$ cat src/rtl/mips_pipe_pkg.sv
// Shared definitions for the MIPS pipeline hazard blocks: stall FSM encoding
// and register-index constants.
package mips_pipe_pkg;

    localparam int REG_W_DEF = 5;

    localparam logic [4:0] REG_ZERO = 5'd0;

    typedef enum logic {
        ST_RUN   = 1'b0,
        ST_WAIT2 = 1'b1
    } stall_state_e;

endpackage

$ cat src/rtl/hazard_match.sv
// Combinational operand comparator: raises the load-use and branch-in-ID
// hazard terms from the ID, EX and MEM register fields.
module hazard_match
    import mips_pipe_pkg::*;
#(
    parameter int REG_W = REG_W_DEF
) (
    input  logic [REG_W-1:0] RsID,
    input  logic [REG_W-1:0] RtID,
    input  logic             UsesRtID,
    input  logic             BranchID,
    input  logic             MemReadEX,
    input  logic             RegWriteEX,
    input  logic [REG_W-1:0] RdEX,
    input  logic             MemReadM,
    input  logic [REG_W-1:0] RdM,
    output logic             lu_haz,
    output logic             br_alu_haz,
    output logic             br_ld_haz,
    output logic             br_mem_haz
);

    localparam logic [REG_W-1:0] ZERO_IDX = REG_W'(REG_ZERO);

    logic ex_nz_s;
    logic m_nz_s;
    logic m_ex_s_s;
    logic m_ex_t_s;
    logic ex_any_s;
    logic m_m_s;

    // Register 0 is hardwired, so a zero destination never creates a dependency.
    always_comb begin
        ex_nz_s    = (RdEX != ZERO_IDX);
        m_nz_s     = (RdM != ZERO_IDX);
        m_ex_s_s   = ex_nz_s & (RdEX == RsID);
        m_ex_t_s   = ex_nz_s & (RdEX == RtID) & UsesRtID;
        ex_any_s   = ex_nz_s & ((RdEX == RsID) | (RdEX == RtID));
        m_m_s      = m_nz_s & ((RdM == RsID) | (RdM == RtID));
        lu_haz     = MemReadEX & (m_ex_s_s | m_ex_t_s);
        br_alu_haz = BranchID & RegWriteEX & ~MemReadEX & ex_any_s;
        br_ld_haz  = BranchID & MemReadEX & ex_any_s;
        br_mem_haz = BranchID & MemReadM & m_m_s;
    end

endmodule

$ cat src/rtl/hazard_stall_unit.sv
// Stall/flush controller for hazards that forwarding cannot resolve, with a
// two-cycle branch-after-load FSM and a saturating stall-cycle counter.
module hazard_stall_unit
    import mips_pipe_pkg::*;
#(
    parameter int CNT_W = 16,
    parameter int REG_W = REG_W_DEF
) (
    input  logic             clk,
    input  logic             rst,
    input  logic [REG_W-1:0] RsID,
    input  logic [REG_W-1:0] RtID,
    input  logic             UsesRtID,
    input  logic             BranchID,
    input  logic             PCSrcID,
    input  logic             JumpID,
    input  logic             MemReadEX,
    input  logic             RegWriteEX,
    input  logic [REG_W-1:0] RdEX,
    input  logic             MemReadM,
    input  logic [REG_W-1:0] RdM,
    output logic             StallF,
    output logic             StallD,
    output logic             FlushD,
    output logic             FlushE,
    output logic [CNT_W-1:0] StallCount
);

    localparam logic [CNT_W-1:0] CNT_MAX = {CNT_W{1'b1}};

    stall_state_e     state_r;
    stall_state_e     state_nxt_s;
    logic             stall_s;
    logic [CNT_W-1:0] count_r;
    logic             lu_haz_s;
    logic             br_alu_haz_s;
    logic             br_ld_haz_s;
    logic             br_mem_haz_s;

    hazard_match #(
        .REG_W (REG_W)
    ) u_match (
        .RsID       (RsID),
        .RtID       (RtID),
        .UsesRtID   (UsesRtID),
        .BranchID   (BranchID),
        .MemReadEX  (MemReadEX),
        .RegWriteEX (RegWriteEX),
        .RdEX       (RdEX),
        .MemReadM   (MemReadM),
        .RdM        (RdM),
        .lu_haz     (lu_haz_s),
        .br_alu_haz (br_alu_haz_s),
        .br_ld_haz  (br_ld_haz_s),
        .br_mem_haz (br_mem_haz_s)
    );

    // Stall FSM state register.
    always_ff @(posedge clk or negedge rst) begin
        if (!rst) begin
            state_r <= ST_RUN;
        end else begin
            state_r <= state_nxt_s;
        end
    end

    // Next state and stall decision; WAIT2 covers the load's MEM cycle blindly.
    always_comb begin
        state_nxt_s = state_r;
        stall_s     = 1'b0;
        case (state_r)
            ST_RUN: begin
                if (br_ld_haz_s) begin
                    stall_s     = 1'b1;
                    state_nxt_s = ST_WAIT2;
                end else if (lu_haz_s | br_alu_haz_s | br_mem_haz_s) begin
                    stall_s     = 1'b1;
                    state_nxt_s = ST_RUN;
                end else begin
                    stall_s     = 1'b0;
                    state_nxt_s = ST_RUN;
                end
            end
            ST_WAIT2: begin
                stall_s     = 1'b1;
                state_nxt_s = ST_RUN;
            end
            default: begin
                stall_s     = 1'b0;
                state_nxt_s = ST_RUN;
            end
        endcase
    end

    // Pipeline control; a stalled branch has unresolved operands so it must not flush.
    always_comb begin
        StallF = 1'b0;
        StallD = 1'b0;
        FlushE = 1'b0;
        FlushD = 1'b0;
        if (!rst) begin
            StallF = 1'b0;
            StallD = 1'b0;
            FlushE = 1'b0;
            FlushD = 1'b0;
        end else begin
            StallF = stall_s;
            StallD = stall_s;
            FlushE = stall_s;
            FlushD = (PCSrcID | JumpID) & ~stall_s;
        end
    end

    // Saturating stall-cycle counter.
    always_ff @(posedge clk or negedge rst) begin
        if (!rst) begin
            count_r <= {CNT_W{1'b0}};
        end else if (stall_s && (count_r != CNT_MAX)) begin
            count_r <= count_r + CNT_W'(1);
        end else begin
            count_r <= count_r;
        end
    end

    assign StallCount = count_r;

endmodule
$ cat config.mk
export PLATFORM = sky130hd
export DESIGN_NAME = hazard_stall_unit
export DESIGN_NICKNAME = d
export VERILOG_FILES = /design/src/rtl/mips_pipe_pkg.sv /design/src/rtl/hazard_match.sv /design/src/rtl/hazard_stall_unit.sv
export SDC_FILE = /design/constraint.sdc
export NUM_CORES = 1
export LEC_CHECK = 0
export CAP_MARGIN = 20
export CORE_ASPECT_RATIO = 1.75
export CORE_MARGIN = 1
export CORE_UTILIZATION = 30
export CTS_BUF_LIST = sky130_fd_sc_hd__clkbuf_16
export DETAILED_ROUTE_END_ITERATION = 12
export GPL_ROUTABILITY_DRIVEN = 0
export PLACE_DENSITY = 0.69
export SETUP_SLACK_MARGIN = 0.02
export SLEW_MARGIN = 10
export SYNTH_ARGS = -nofsm -noshare
export SYNTH_HDL_FRONTEND = slang
export SYNTH_HIERARCHICAL = 1
export SYNTH_SLANG_ARGS = --single-unit
$ cat constraint.sdc
create_clock -name clk -period 7.3 [get_ports clk]
set_input_delay 2.19 -clock clk [delete_from_list [all_inputs] [get_ports clk]]
set_output_delay 2.19 -clock clk [all_outputs]
set_load 0.05 [all_outputs]
== Yosys cells after proc, flatten, opt, wreduce, memory -nomap -nowiden ==
Index checks and enable logic that the tools add are counted.

* Bits in registers: 17
* Input port bits: 29
* Output and inout port bits: 20
* Logic and storage cells: 41

* Add/sub/neg operators: 1
* Equal/unequal tests: 5
* Muxes and demuxes: 7
* Bitwise gates (word level): 23
* Reduce and logical (&&, ||, !) cells: 3

{| class="wikitable"
|+ Operators with widths
! kind !! number
|-
| $eq 5x5->1 || 4
|-
| $add 16x1->16 const B || 1
|-
| $ne 16x16->1 const B || 1
|-
| $and 1x1->1 || 14
|-
| $reduce_bool 5->1 || 2
|-
| $or 1x1->1 || 6
|-
| $mux 1 || 5
|-
| $pmux 1 s2 || 2
|-
| $not 1->1 || 3
|-
| $logic_and 1x1->1 || 1
|}

== Longest topological paths before layout ==
Gate-level depths: netlist of the first run.

* Depth after elaboration: 13
* Mapped depth: 8
* Gate-level depth less buffers: 8

== Hierarchy ==
Netlist of the first run, hierarchy kept.

{| class="wikitable"
|+ Modules (own cells, without submodules)
! module !! times used !! cells each !! area an instance (µm²) !! seq. area each (µm²)
|-
| hazard_stall_unit || 1 || 83 || 937.1 || 425.4
|-
| hazard_match || 1 || 40 || 310.3 || 0.0
|}

== Worst setup path after synthesis of the first run ==
OpenSTA, ideal clock, no wires.

* Kind: input to output
* Start point: in RdEX[1]
* End point: out FlushD
* Arrival: 4,614 ps
* Required time: 5,110 ps
* Setup slack: 496 ps
* Stages: 5
* Buffers on the path: 0
* Cell sequence: or4_4 -> o21ai_2 -> nor2_1 -> or4_4 -> nor3_1

* Longest elaborated chain between the ends: 13
* Elaborated cells on any way between the ends: 20
* Those cells by class: 2 x eq/ne; 4 x mux; 13 x bitwise; 1 x reduce/logical

{| class="wikitable"
|+ Ends and longest elaborated chain
! item !! RTL line !! text
|-
| start: declaration || hazard_stall_unit.sv:19 || <nowiki>input logic [REG_W-1:0] RdEX,</nowiki>
|-
| $eq 5x5->1 or $reduce_bool 5->1 (tied branches) || hazard_match.sv:37, hazard_match.sv:34 ||
|-
| $and 1x1->1 (2 in series) || hazard_match.sv:37 || <nowiki>m_ex_t_s = ex_nz_s & (RdEX == RtID) & UsesRtID;</nowiki>
|-
| $or 1x1->1 * || hazard_match.sv:40 || <nowiki>lu_haz = MemReadEX & (m_ex_s_s | m_ex_t_s);</nowiki>
|-
| $and 1x1->1 * || hazard_match.sv:40 ||
|-
| net lu_haz_s || hazard_stall_unit.sv:35 || <nowiki>logic lu_haz_s;</nowiki>
|-
| $or 1x1->1 * (2 in series) || hazard_stall_unit.sv:76 || <nowiki>end else if (lu_haz_s | br_alu_haz_s | br_mem_haz_s) begin</nowiki>
|-
| $mux 1 * || hazard_stall_unit.sv:76 ||
|-
| $mux 1 * || hazard_stall_unit.sv:73 || <nowiki>if (br_ld_haz_s) begin</nowiki>
|-
| $pmux 1 s2 * || hazard_stall_unit.sv:71 || <nowiki>case (state_r)</nowiki>
|-
| $not 1->1 * || hazard_stall_unit.sv:110 || <nowiki>FlushD = (PCSrcID | JumpID) & ~stall_s;</nowiki>
|-
| $and 1x1->1 * || hazard_stall_unit.sv:110 ||
|-
| $mux 1 * || hazard_stall_unit.sv:101 || <nowiki>if (!rst) begin</nowiki>
|-
| end: declaration || hazard_stall_unit.sv:24 || <nowiki>output logic FlushD,</nowiki>
|}

The timed path passes the listed nets; every way through them passes the cells marked *.

== Final worst setup path of the first run ==
* Start point: in RdEX[1]
* End point: out FlushE

* Longest elaborated chain between the ends: 11
* Elaborated cells on any way between the ends: 18
* Those cells by class: 2 x eq/ne; 4 x mux; 11 x bitwise; 1 x reduce/logical

{| class="wikitable"
|+ Ends and longest elaborated chain
! item !! RTL line !! text
|-
| $eq 5x5->1 or $reduce_bool 5->1 (tied branches) || hazard_match.sv:37, hazard_match.sv:34 ||
|-
| $and 1x1->1 (2 in series) || hazard_match.sv:37 ||
|-
| $or 1x1->1 * || hazard_match.sv:40 ||
|-
| $and 1x1->1 * || hazard_match.sv:40 ||
|-
| net lu_haz_s || hazard_stall_unit.sv:35 ||
|-
| $or 1x1->1 * (2 in series) || hazard_stall_unit.sv:76 ||
|-
| $mux 1 * || hazard_stall_unit.sv:76 ||
|-
| $mux 1 * || hazard_stall_unit.sv:73 ||
|-
| $pmux 1 s2 * || hazard_stall_unit.sv:71 ||
|-
| $mux 1 * || hazard_stall_unit.sv:101 ||
|-
| end: declaration || hazard_stall_unit.sv:25 || <nowiki>output logic FlushE,</nowiki>
|}

Marks and branches as above.

==> results of run 1 <==
## cells in the final DEF, fill, tap and decap left out, types with 2 or more instances in the layout
master           netlist  final
inv_1                  3      4
nor2_1                 6      6
xnor2_1                5      5
buf_4                  3      5
nor3_2                 2      2
nor4_1                 3      3
clkdlybuf4s50_1        0     44
or4_4                  2      2
and4_1                 3      3
nand3_1                4      4
nor3b_1                2      2
xor2_1                28     28
nand4_1                2      2
nor3_1                 6      6
clkbuf_16              0      3
a211oi_1               3      3
dfrtp_1               17     17
o21ai_0                3      3
nand2_1                8      8
## kinds of logic (layout without fill, tap and decap cells)
kind of cell,count (synthesis),count (layout),synth area share (%)
compound gates,14,14,8.425
xor+xnor,33,33,23.17
fa+ha+maj,1,1,1.003
buf+inv,6,57,2.708
flops,17,17,34.10
mux,2,2,2.006
simple gates,50,50,28.59
## layout make-up
class,instances,area share (%)
clock buffers,3,4.032
clock inverters,1,0.2016
inverters,3,0.6048
repair buffers,50,26.75
flip-flops and latches,17,22.85
multi-input cells,100,42.34
well taps,48,3.226
## cell usage after synthesis, drive strengths merged
cell	n
o211ai	2
and2b	1
a21oi	1
nor2	8
nor3b	2
dfrtp	17
mux2	1
o21ai	4
a211oi	3
or4	3
nand2	8
nand3	5
nor4b	2
inv	3
xnor2	5
and4	3
a22oi	1
nor3	8
nor2b	1
nor4	5
a211o	1
or3	1
a32oi	1
buf	3
mux2i	1
xor2	28
nand4	3
a2111oi	1
ha	1
## how the worst max path moves through the flow
stage / start / to / cells past startpoint / slack, ns
6_report: RdEX[1] / FlushE / 8 / 0.50
5_1_grt: RdEX[1] / FlushE / 8 / 0.39
4_1_cts: RdEX[1] / StallD / 8 / 0.49
3_5_place_dp: RdEX[1] / StallD / 8 / 0.50
3_3_place_gp: RdEX[1] / FlushD / 7 / 0.51
2_1_floorplan: RdEX[1] / FlushD / 5 / 0.50
## state kept, by name, summed over array words and instances, names as in the netlist
register	cells
StallCount	16
state_r	1
## worst register-to-register path, stage by stage (launching register included)
cell     delay (ns)
dfrtp_1        0.42
ha_1           0.37
nand4_2        0.18
nor4_4         0.52
nor2_4         0.07
mux2_4         0.31
## power by group through the flow
stage	Clock, mW	Sequential [mW]	Combinational [mW]
2_1_floorplan	0	0.174	0.0490
3_3_place_gp	0	0.130	0.154
3_5_place_dp	0	0.131	0.156
4_1_cts	0.108	0.130	0.157
5_1_grt	0.110	0.133	0.163
6_report	0.106	0.129	0.155
## per-layer routing
metal / routed length (um) / GRT usage [%] / up-vias
li1: - / - / 543
met1: 1002 / 12.55 / 533
met2: 1807 / 31.76 / 47
met3: 168 / 2.618 / 5
met4: 38 / 5.051 / 0
met5: 0 / 0 / -
==> results.ini, run 1 <==
[sta]
min_period_over_period_pct = 93.19
post-route-min-period_ns = 6.803
maxSlewHeadroom_pct = 65.97
drv_slew = 0
timing.hold.ws_ns = 0.4591
fin_skew_ns = 0.0009332
tightestPinTransition_ns = 0.5066
setup_violations = 0
fin_tns_setup_ns = 0
setup_ws_ns = 0.4975
fmax_ghz = 0.1470
hold_viol = 0
rsz0062_at_grt = no

[floorplanning]
die-area_um2 = 4430
fp.dieH_um = 87.31
core-area_um2 = 3941
ios = 49
start_util_pct = 31.65
die_w_um = 50.75
num_rows = 30

[critical_path]
crit_path_cell_trace = clkdlybuf4s50_1 > or4_4 > o21ai_2 > nor2_1 > or4_4 > nor2_8 > and2b_1 > buf_4
cpMostUsedCell = or4_4
reg2reg_from = StallCount[0]
r2r_end = StallCount[1]
worstSetupStartpointType = input port
path_class = input port to output port
r2r_slack_ns = 5.32
critPathTopFamily = simple AND/OR/NAND/NOR gates
endpoint_kind = output port
cpPeakStageDelay_ns = 0.59
cp.buffers_inverters = 2
critPathArrivalTime_ns = 4.61
crit_required_ns = 5.11
worstPathMaxFanout = 8
reg2reg_depth = 5
critical_path.slowest_cell = or4_4

[power_and_ir_drop]
peakVddDrop_mv = 0.1439
pwr-share-seq_pct = 33.2
pwr-share-comb_pct = 39.7
clockPowerShare_pct = 27.1
switching_share_pct = 37.58
pwr_density_cell_nw_per_um2 = 209.5
leakagePower_nw = 0.7960
total_power_mw = 0.3900
p_int_mw = 0.2434
netSwitchingPower_mw = 0.1466

[clock_tree]
clkTransAtPathRegs_ns = 0.05
clock_latency_ns = 0.24
cts_setup_buffers = 0
cts_max_path_buffers = 2
hold_buffers = 0
ctsResizeCount = 0
cts_htree_levels = 1
clock-sinks = 17
root_buffer = clkbuf_16
cts_tree = built
cts_made_buffers = 3

[finish]
antenna_cells = 0
multiInputGateArea_um2 = 788.3
regArea_um2 = 425.4
final_layout_size_suffix_gt1_share_pct = 13.22
fin_util_pct = 47.24
nets = 205
num-fill-cells = 387
final_cells = 222
design_area_um2 = 1862
syn_to_final_growth_pct = 49.25

[grt]
grt.total_usage_pct = 14.76
overflow = 0
grt_pass1_vias = 1174
antenna_found_initial = 0
grt_pass1_wl_um = 4850
grt_max_degree = 15

[placement]
preCtsSetupSlack_ns = 0.4970
place_hpwl_um = 2608
dpl-instance-area_um2 = 1783
port_buffers = 48
dp_cells = 218

[drt]
wl_um = 3016
routed_via_density = 5.081
postRouteAntennaNets = 0
detailroute.via_count = 1128
dr.pass1.iters = 4
drt_iter0_drc = 15
drc = 0
wl_per_cell_um = 13.59

[synthesis]
synth.cell_area_um2 = 1247
ys_types = 40
synth_top_area_cell = dfrtp_1
ys_seq_elements = 17
synth.net_count = 153
synth-seq-area-share_pct = 34.10
syn_inst = 123
syn_area_per_cell_um2 = 10.14
yosysWarnings = 6
ys_top_cells_by_area = dfrtp_1 (34%), xor2_1 (20%), xnor2_1 (3.5%)
synth_top_cell_area_share_pct = 34.10

[flow_run]
drv_cap = 0

[worst_hold_path]
holdPathEnd = state_r
hp-start = state_r
min_path_cells = 1
hp-class = register to register

[status]
status = finished, final reports clean

Note: power is estimated with default switching activity, not from simulation.
==> run 2, diff against run 1 <==
CORE_UTILIZATION = 43   (was 30)
PLACE_DENSITY = 0.89   (was 0.69)
==> run 2 against run 1 <==
Against the previous run: global-route usage is 9.8 points higher; sequential share of layout area is 0.33 points higher; die area decreased by 29%; via count rose by 2.5%; final area is 1.4% lower; critical path depth is the same; largest power group unchanged.
==> results.ini, run 2 (synthesis gave the netlist of run 1 again) <==
[grt]
grt-busiest-layer = met2
grt_pass1_wl_um = 5761
grt.total_usage_pct = 24.51
grt_max_degree = 20
overflow = 0
antenna_found_initial = 0
grt_util_met3_pct = 3.194
grt_pass1_vias = 1224
met2_usage_pct = 47.31
grtUsageMet1_pct = 25.82

[sta]
fmax_ghz = 0.1459
tightestPinTransition_ns = 0.5234
fin_skew_ns = 0.003557
rsz0062_at_grt = no
setup_violations = 0
post-route-min-period_ns = 6.856
maxSlewHeadroom_pct = 64.84
drv_slew = 0
hold_viol = 0
fin_tns_setup_ns = 0
min_period_over_period_pct = 93.92

[critical_path]
reg2reg_from = StallCount[0]
r2r_end = StallCount[1]
endpoint_kind = output port
crit_required_ns = 5.11
reg2reg_depth = 5
critPathArrivalTime_ns = 4.67
worstSetupStartpointType = input port
path_class = input port to output port
worstPathMaxFanout = 8
r2r_slack_ns = 5.28

[drt]
detailroute.via_count = 1156
drc = 0
wl_um = 3249
dr.pass1.iters = 4
wl_per_cell_um = 16.16
drt_iter0_drc = 21
postRouteAntennaNets = 0
routed_via_density = 5.751

[clock_tree]
root_buffer = clkbuf_16
clkTransAtPathRegs_ns = 0.05
hold_buffers = 0
cts_setup_buffers = 0
clock_latency_ns = 0.25
cts_made_buffers = 3
clock-sinks = 17
cts_htree_levels = 1
cts_max_path_buffers = 2
ctsResizeCount = 0
cts_tree = built

[status]
status = finished, final reports clean

[floorplanning]
die-area_um2 = 3129
num_rows = 25
die_w_um = 42.72
ios = 49
core-area_um2 = 2721
fp.dieH_um = 73.25
start_util_pct = 45.84

[power_and_ir_drop]
peakVddDrop_mv = 0.2285
pwr_density_cell_nw_per_um2 = 215.9
leakagePower_nw = 0.7960
total_power_mw = 0.3964

[placement]
place_hpwl_um = 2562
dpl-instance-area_um2 = 1757
port_buffers = 48

[finish]
antenna_cells = 0
mostFrequentLayoutCells = clkdlybuf4s50_1 (44), xor2_1 (28), dfrtp_1 (17)
layout_commonest_cell = clkdlybuf4s50_1
final_layout_size_suffix_gt1_share_pct = 13.22
design_area_um2 = 1836
nets = 205
largest_reg_flops = 16
syn_to_final_growth_pct = 47.14

[worst_hold_path]
hp-class = register to register
min_path_cells = 1
holdPathEnd = state_r
hp-start = state_r

[flow_run]
drv_cap = 0

[run 2: cell counts in the layout (fill, tap and decap cells not counted)]
No cell type changed its count.
[run 2: power by group]
part	total, mW	switching (mW)	leakage [nW]	internal, mW
logic	0.159	0.0958	0.529	0.0634
clock network	0.108	0.0354	0.0423	0.0727
registers	0.129	0.0210	0.225	0.108
total	0.396	0.152	0.796	0.244
[run 2: cell type report]
type                       count  area, um^2
fill                         212       885.9
multi-input combinational    100       788.3
timing repair buffer          50       498.0
sequential                    17       425.4
clock buffer                   3       75.07
tap                           27       33.78
inverter                       3       11.26
clock inverter                 1       3.754
[run 2: worst max-delay path, stage by stage]
cell	delay, ns
clkdlybuf4s50_1	0.46
or4_1	0.56
o211ai_1	0.19
a21oi_1	0.09
or4_4	0.58
nor2_8	0.17
and2b_1	0.22
buf_4	0.19
[run 2: worst max-delay path by stage]
| stage | from | endpoint | slack, ns | depth (start not counted) |
|---|---|---|---|---|
| 6_report | RdM[1] | FlushE | 0.44 | 8 |
| 5_1_grt | RdM[1] | FlushE | 0.34 | 8 |
| 4_1_cts | RdM[1] | StallD | 0.46 | 8 |
| 3_5_place_dp | RdM[1] | StallF | 0.46 | 8 |
| 3_3_place_gp | RdEX[1] | StallD | 0.53 | 8 |
| 2_1_floorplan | RdEX[1] | FlushD | 0.50 | 5 |
[run 2: routing by layer]
layer  part of all wire [%]  up-vias
met4                    1.4        0
met3                    4.2        6
met5                      0        -
met2                     60       52
li1                       -      545
met1                     34      553
[run 2: stage by stage]
step	instances	util [%]	hold slack, ns	setup WS (ns)
after global routing	201	67.45	0.4832	0.3364
after floorplan	123	-	0.4269	0.4962
after CTS	201	67.45	0.4680	0.4554
after detailed placement	197	64.55	0.4520	0.4553
final	201	67.45	0.4671	0.4438
after global placement	197	64.55	0.4484	0.5331
